File: src/rtl/joypad_responder.sv
// Two-wire bus target that returns a 32-bit button snapshot one byte at a time, LSB byte first.
// Latency: sda_out follows a scl_in falling edge by 3 clk cycles; START/STOP release sda_out 2 cycles after the sda_in edge.
// Backpressure: none; the initiator paces every bit with scl, and the 32-bit snapshot wraps on continued ACKs.
module joypad_responder #(
    parameter logic [6:0] DEV_ADDR = 7'h52
) (
    input  logic        clk,
    input  logic        rst_n,
    input  logic        scl_in,
    input  logic        sda_in,
    output logic        sda_out,
    input  logic [31:0] buttons,
    output logic        busy,
    output logic        xfer_done
);

    typedef enum logic [2:0] {IDLE, ADDR, ADDR_ACK, TX, RX_ACK, WAIT_STOP} state_t;

    logic        scl_s1_q, scl_s2_q, scl_prev_q;
    logic        sda_s1_q, sda_s2_q, sda_prev_q;
    state_t      state_q, state_d;
    logic [3:0]  bit_cnt_q, bit_cnt_d;
    logic [7:0]  shreg_q, shreg_d;
    logic [31:0] snap_q, snap_d;
    logic [1:0]  byte_idx_q, byte_idx_d;
    logic        drive_low_q, drive_low_d;
    logic        xfer_done_q, xfer_done_d;

    logic scl_rise, scl_fall, start_det, stop_det, tx_bit;

    // Bus conditions are judged only from the synchronized lines and their previous values.
    assign scl_rise  = scl_s2_q & ~scl_prev_q;
    assign scl_fall  = ~scl_s2_q & scl_prev_q;
    assign start_det = scl_s2_q & scl_prev_q & sda_prev_q & ~sda_s2_q;
    assign stop_det  = scl_s2_q & scl_prev_q & ~sda_prev_q & sda_s2_q;

    // Bit counter counts bits already driven, so ~bit_cnt[2:0] selects MSB-first within the byte.
    assign tx_bit = snap_q[{byte_idx_q, ~bit_cnt_q[2:0]}];

    // START/STOP release the line combinationally in the cycle they are detected.
    assign sda_out   = ~(drive_low_q & ~start_det & ~stop_det);
    assign busy      = (state_q != IDLE);
    assign xfer_done = xfer_done_q;

    // Two-flop synchronizers plus the previous-value flops used for edge detection.
    always_ff @(posedge clk or negedge rst_n) begin
        if (!rst_n) begin
            scl_s1_q   <= 1'b1;
            scl_s2_q   <= 1'b1;
            scl_prev_q <= 1'b1;
            sda_s1_q   <= 1'b1;
            sda_s2_q   <= 1'b1;
            sda_prev_q <= 1'b1;
        end else begin
            scl_s1_q   <= scl_in;
            scl_s2_q   <= scl_s1_q;
            scl_prev_q <= scl_s2_q;
            sda_s1_q   <= sda_in;
            sda_s2_q   <= sda_s1_q;
            sda_prev_q <= sda_s2_q;
        end
    end

    // Protocol state and datapath registers.
    always_ff @(posedge clk or negedge rst_n) begin
        if (!rst_n) begin
            state_q     <= IDLE;
            bit_cnt_q   <= 4'd0;
            shreg_q     <= 8'd0;
            snap_q      <= 32'd0;
            byte_idx_q  <= 2'd0;
            drive_low_q <= 1'b0;
            xfer_done_q <= 1'b0;
        end else begin
            state_q     <= state_d;
            bit_cnt_q   <= bit_cnt_d;
            shreg_q     <= shreg_d;
            snap_q      <= snap_d;
            byte_idx_q  <= byte_idx_d;
            drive_low_q <= drive_low_d;
            xfer_done_q <= xfer_done_d;
        end
    end

    // Next-state logic; START and STOP override whatever the current state decided.
    always_comb begin
        state_d     = state_q;
        bit_cnt_d   = bit_cnt_q;
        shreg_d     = shreg_q;
        snap_d      = snap_q;
        byte_idx_d  = byte_idx_q;
        drive_low_d = drive_low_q;
        xfer_done_d = 1'b0;

        case (state_q)
            ADDR: begin
                if (scl_rise && bit_cnt_q < 4'd8) begin
                    shreg_d   = {shreg_q[6:0], sda_s2_q};
                    bit_cnt_d = bit_cnt_q + 4'd1;
                end else if (scl_fall && bit_cnt_q == 4'd8) begin
                    bit_cnt_d = 4'd0;
                    if (shreg_q[7:1] == DEV_ADDR && shreg_q[0]) begin
                        state_d     = ADDR_ACK;
                        drive_low_d = 1'b1;
                        snap_d      = buttons;
                        byte_idx_d  = 2'd0;
                    end else begin
                        state_d     = WAIT_STOP;
                        drive_low_d = 1'b0;
                    end
                end
            end
            ADDR_ACK: begin
                // The falling edge that ends the ACK also presents the first data bit.
                if (scl_fall) begin
                    state_d     = TX;
                    drive_low_d = ~tx_bit;
                    bit_cnt_d   = 4'd1;
                end
            end
            TX: begin
                if (scl_fall) begin
                    if (bit_cnt_q < 4'd8) begin
                        drive_low_d = ~tx_bit;
                        bit_cnt_d   = bit_cnt_q + 4'd1;
                    end else begin
                        drive_low_d = 1'b0;
                        state_d     = RX_ACK;
                    end
                end
            end
            RX_ACK: begin
                if (scl_rise) begin
                    if (!sda_s2_q) begin
                        byte_idx_d = byte_idx_q + 2'd1;
                        bit_cnt_d  = 4'd0;
                        state_d    = TX;
                    end else begin
                        xfer_done_d = 1'b1;
                        state_d     = WAIT_STOP;
                    end
                end
            end
            default: ;
        endcase

        if (start_det) begin
            state_d     = ADDR;
            bit_cnt_d   = 4'd0;
            drive_low_d = 1'b0;
        end else if (stop_det) begin
            state_d     = IDLE;
            drive_low_d = 1'b0;
        end
    end

endmodule

File: config.mk
export PLATFORM = sky130hd
export DESIGN_NAME = joypad_responder
export DESIGN_NICKNAME = d
export VERILOG_FILES = /design/src/rtl/joypad_responder.sv
export SDC_FILE = /design/constraint.sdc
export NUM_CORES = 1
export LEC_CHECK = 0
export CORE_ASPECT_RATIO = 2
export CORE_MARGIN = 2
export CORE_UTILIZATION = 50
export CTS_BUF_LIST = sky130_fd_sc_hd__clkbuf_8
export DETAILED_ROUTE_END_ITERATION = 8
export GPL_ROUTABILITY_DRIVEN = 0
export GPL_TIMING_DRIVEN = 0
export PLACE_DENSITY = 0.77
export SETUP_SLACK_MARGIN = 0.2
export SLEW_MARGIN = 0
export SYNTH_ARGS = -nofsm -noshare
export SYNTH_HDL_FRONTEND = slang
export SYNTH_SLANG_ARGS = --single-unit
File: constraint.sdc
create_clock -name clk -period 2.1 [get_ports clk]
set_clock_uncertainty 0.15 [all_clocks]
set_input_delay 0.63 -clock clk [delete_from_list [all_inputs] [get_ports clk]]
set_output_delay 0.63 -clock clk [all_outputs]
set_load 0.01 [all_outputs]
==> impl_metrics.env <==
export IMPL_outcome="finished with violations"
export IMPL_violations="setup timing"
export IMPL_drv_cap=0
export IMPL_whs_ps=94.8
export IMPL_tns_ps=-6610
export IMPL_cts_htree_levels=3
export IMPL_wl_met1_um=2990
export IMPL_path_clk_slew_ps=60
export IMPL_post_route_drc_count=0
export IMPL_max_slew_margin_pct=67.7
export IMPL_power_density_nw_per_um2=822
export IMPL_diodes=0
export IMPL_finalPower_uw=3580
export IMPL_antenna_found_initial=0
export IMPL_synthesis_area_um2=2870
export IMPL_syn_inst=232
export IMPL_cts_tree="yes"
export IMPL_first_pass_iters=4
export IMPL_die_w_um=57.6
export IMPL_rsz0062_at_grt="true"
export IMPL_wl_met2_um=4500
export IMPL_grtUsageTotal_pct=27.2
export IMPL_via_per_inst=6.18
export IMPL_top_layer="met4"
export IMPL_setup_violations=43
export IMPL_synth_ff_type="dfrtp_1"
export IMPL_nets=358
export IMPL_critPathLaunchType="flop"
export IMPL_ant_nets=0
export IMPL_leakage_uw=0.00194
export IMPL_slew_viol_final=0
export IMPL_finalHoldViolations=0
export IMPL_yosys_warnings=0
export IMPL_endpoint_kind="flop"
export IMPL_root_buffer="clkbuf_8"
export IMPL_crit_required_ps=2170
export IMPL_ys_seq_area_share_pct=50.0
export IMPL_totalWireLength_um=8240
export IMPL_vias=2385
export IMPL_wl_met3_um=467
export IMPL_synth_edf_count=0
export IMPL_drt_initial_drc_count=123
export IMPL_rows=39
export IMPL_area_growth_pct=51.8
export IMPL_synth_distinct_cells=51
export IMPL_ios=39
export IMPL_arrival_ps=2380
export IMPL_dp_cells=332
export IMPL_layout_setup_ws_ps=-209
export IMPL_wire_per_inst_um=21.3
export IMPL_n_fill_cell=310
export IMPL_overflow=0
export IMPL_core_area_um2=5610
export IMPL_worst_setup_path_type="flop to flop"
export IMPL_synth_seq_cells=57
export IMPL_ir_worst_vdd_mv=0.728
export IMPL_start_util_pct=51.1
export IMPL_port_buffers=38
export IMPL_crit_path_max_fanout=5
export IMPL_postSynthAreaPerCell_um2=12.4
export IMPL_pre_cts_slack_ps=-444
export IMPL_max_freq_mhz=433
export IMPL_r2r_start="bit_cnt_q[0]"
export IMPL_grt_pass1_vias=2663
export IMPL_tightest_slew_ps=485
export IMPL_multi_input_area_um2=1600
export IMPL_cts_path_max_buffers=2
export IMPL_drive_gt1_share_pct=46.2
export IMPL_fin_crit_ps=2310
export IMPL_dp_hpwl_um=4250
export IMPL_cts_buffers=9
export IMPL_instances_no_fill=386
export IMPL_clock_latency_ps=340
export IMPL_grt_start_max_net_pins=38
export IMPL_synth_nets=270
export IMPL_dieArea_um2=6400
export IMPL_grt_pass1_wl_um=13200
export IMPL_crit_start="bit_cnt_q[0]"
export IMPL_seqCellArea_um2=1440
export IMPL_cts_sinks=57
export IMPL_min_period_over_period_pct=110
export IMPL_hold_path_class="input pin to async pin"
export IMPL_async_flop_share_pct=100
export IMPL_die_h_um=111
export IMPL_hold_buffers=0
## final timing paths
| path | end | slack (ps) | depth (start not counted) |
|---|---|---|---|
| max | snap_q[31] | -210 | 12 |
| min | state_q[1] | 90 | 1 |
| max reg2reg | snap_q[31] | -210 | 12 |
| min reg2reg | scl_s2_q | 210 | 0 |
| max in group asynchronous | snap_q[1] | 1140 | 2 |
| min in group clk | scl_s2_q | 210 | 0 |
## flip-flops by register name, summed over array words and instances (netlist names)
register / count
sda_s1_q: 1
xfer_done: 1
state_q: 3
byte_idx_q: 2
bit_cnt_q: 4
shreg_q: 8
scl_s2_q: 1
drive_low_q: 1
sda_s2_q: 1
scl_s1_q: 1
sda_prev_q: 1
snap_q: 32
scl_prev_q: 1
## cell usage after synthesis (all sizes together) (2+ instances only)
library cell	count	area [um^2]
buf	9	66.3
a21oi	10	50.1
a211oi	3	22.5
and3	3	18.8
nand2	10	37.5
o21ai	16	83.8
dfstp	6	158
nor2b	6	37.5
nor2	7	26.3
or3b	3	26.3
mux2i	4	40.0
nor3b	3	22.5
a21boi	2	15.0
dfrtp	51	1280
nand3	3	15.0
a22o	2	17.5
o2111ai	3	26.3
o22ai	2	12.5
inv	8	30.0
o221ai	2	17.5
mux4	6	135
a31oi	2	12.5
nand2b	4	25.0
mux2	40	450
ha	2	25.0
clkbuf	4	15.0
a22oi	2	28.8
## cells in the final DEF, fill, tap and decap left out, types with 4 or more instances in the layout
cell type / n
buf_12: 9
buf_2: 5
clkbuf_8: 11
dfrtp_1: 50
o21ai_1: 5
buf_8: 6
nor2b_1: 4
nand2_1: 10
buf_6: 12
mux4_2: 6
o21ai_0: 9
buf_4: 18
dfstp_2: 6
clkdlybuf4s50_1: 34
mux2i_1: 4
mux2_4: 32
mux2_2: 8
a21oi_1: 8
nor2_1: 7
inv_1: 7
## through the flow
step | instance area, um^2 | util, %
2_1_floorplan | 2960 | -
3_3_place_gp | 3410 | 60.8
3_5_place_dp | 3430 | 61.1
4_1_cts | 4250 | 75.7
5_1_grt | 4360 | 77.6
6_report | 4360 | 77.6
## layout make-up
type	instances	area share, %
plain buffers	13	3.71
clock buffers	10	3.16
clock inverters	6	1.35
inverters	8	0.804
multi-input cells	154	36.7
flip-flops and latches	57	33.0
well taps	61	1.75
repair buffers	77	19.6
## what timing repair did
item	CTS	global route
pin swaps	12	7
endpoints found under the setup margin	52	52
buffers inserted	32	2
cloned	3	1
resized for setup	78	18
## cells by family (layout without fill, tap and decap cells)
| family | Yosys count | in the layout | share of synthesized area (%) |
|---|---|---|---|
| xor+xnor | 1 | 1 | 0.305 |
| simple gates | 47 | 47 | 9.99 |
| compound gates | 54 | 54 | 13.2 |
| buf+inv | 21 | 114 | 3.88 |
| fa+ha+maj | 2 | 2 | 0.872 |
| flops | 57 | 57 | 50.0 |
| mux | 50 | 50 | 21.8 |
## metal layers
| metal | track usage, % | vias up |
|---|---|---|
| met3 | 4.78 | 28 |
| met5 | 0 | - |
| met2 | 44.5 | 108 |
| li1 | - | 1045 |
| met1 | 32.9 | 1204 |
| met4 | 14.9 | 0 |
## critical path, stage by stage (launching register included)
cell and delay, ps:
dfrtp_1 390, buf_6 130, buf_8 110, inv_4 50, ha_4 120, nor2b_4 160
nand3_4 110, nor3_4 190, buf_12 140, buf_8 110, buf_12 110, buf_12 110
mux2_4 300
## power by group
| part | internal (uW) | switching (uW) |
|---|---|---|
| Combinational | 624 | 599 |
| Clock | 571 | 441 |
| Sequential | 1220 | 123 |
Note: power is estimated with default switching activity, not from simulation.
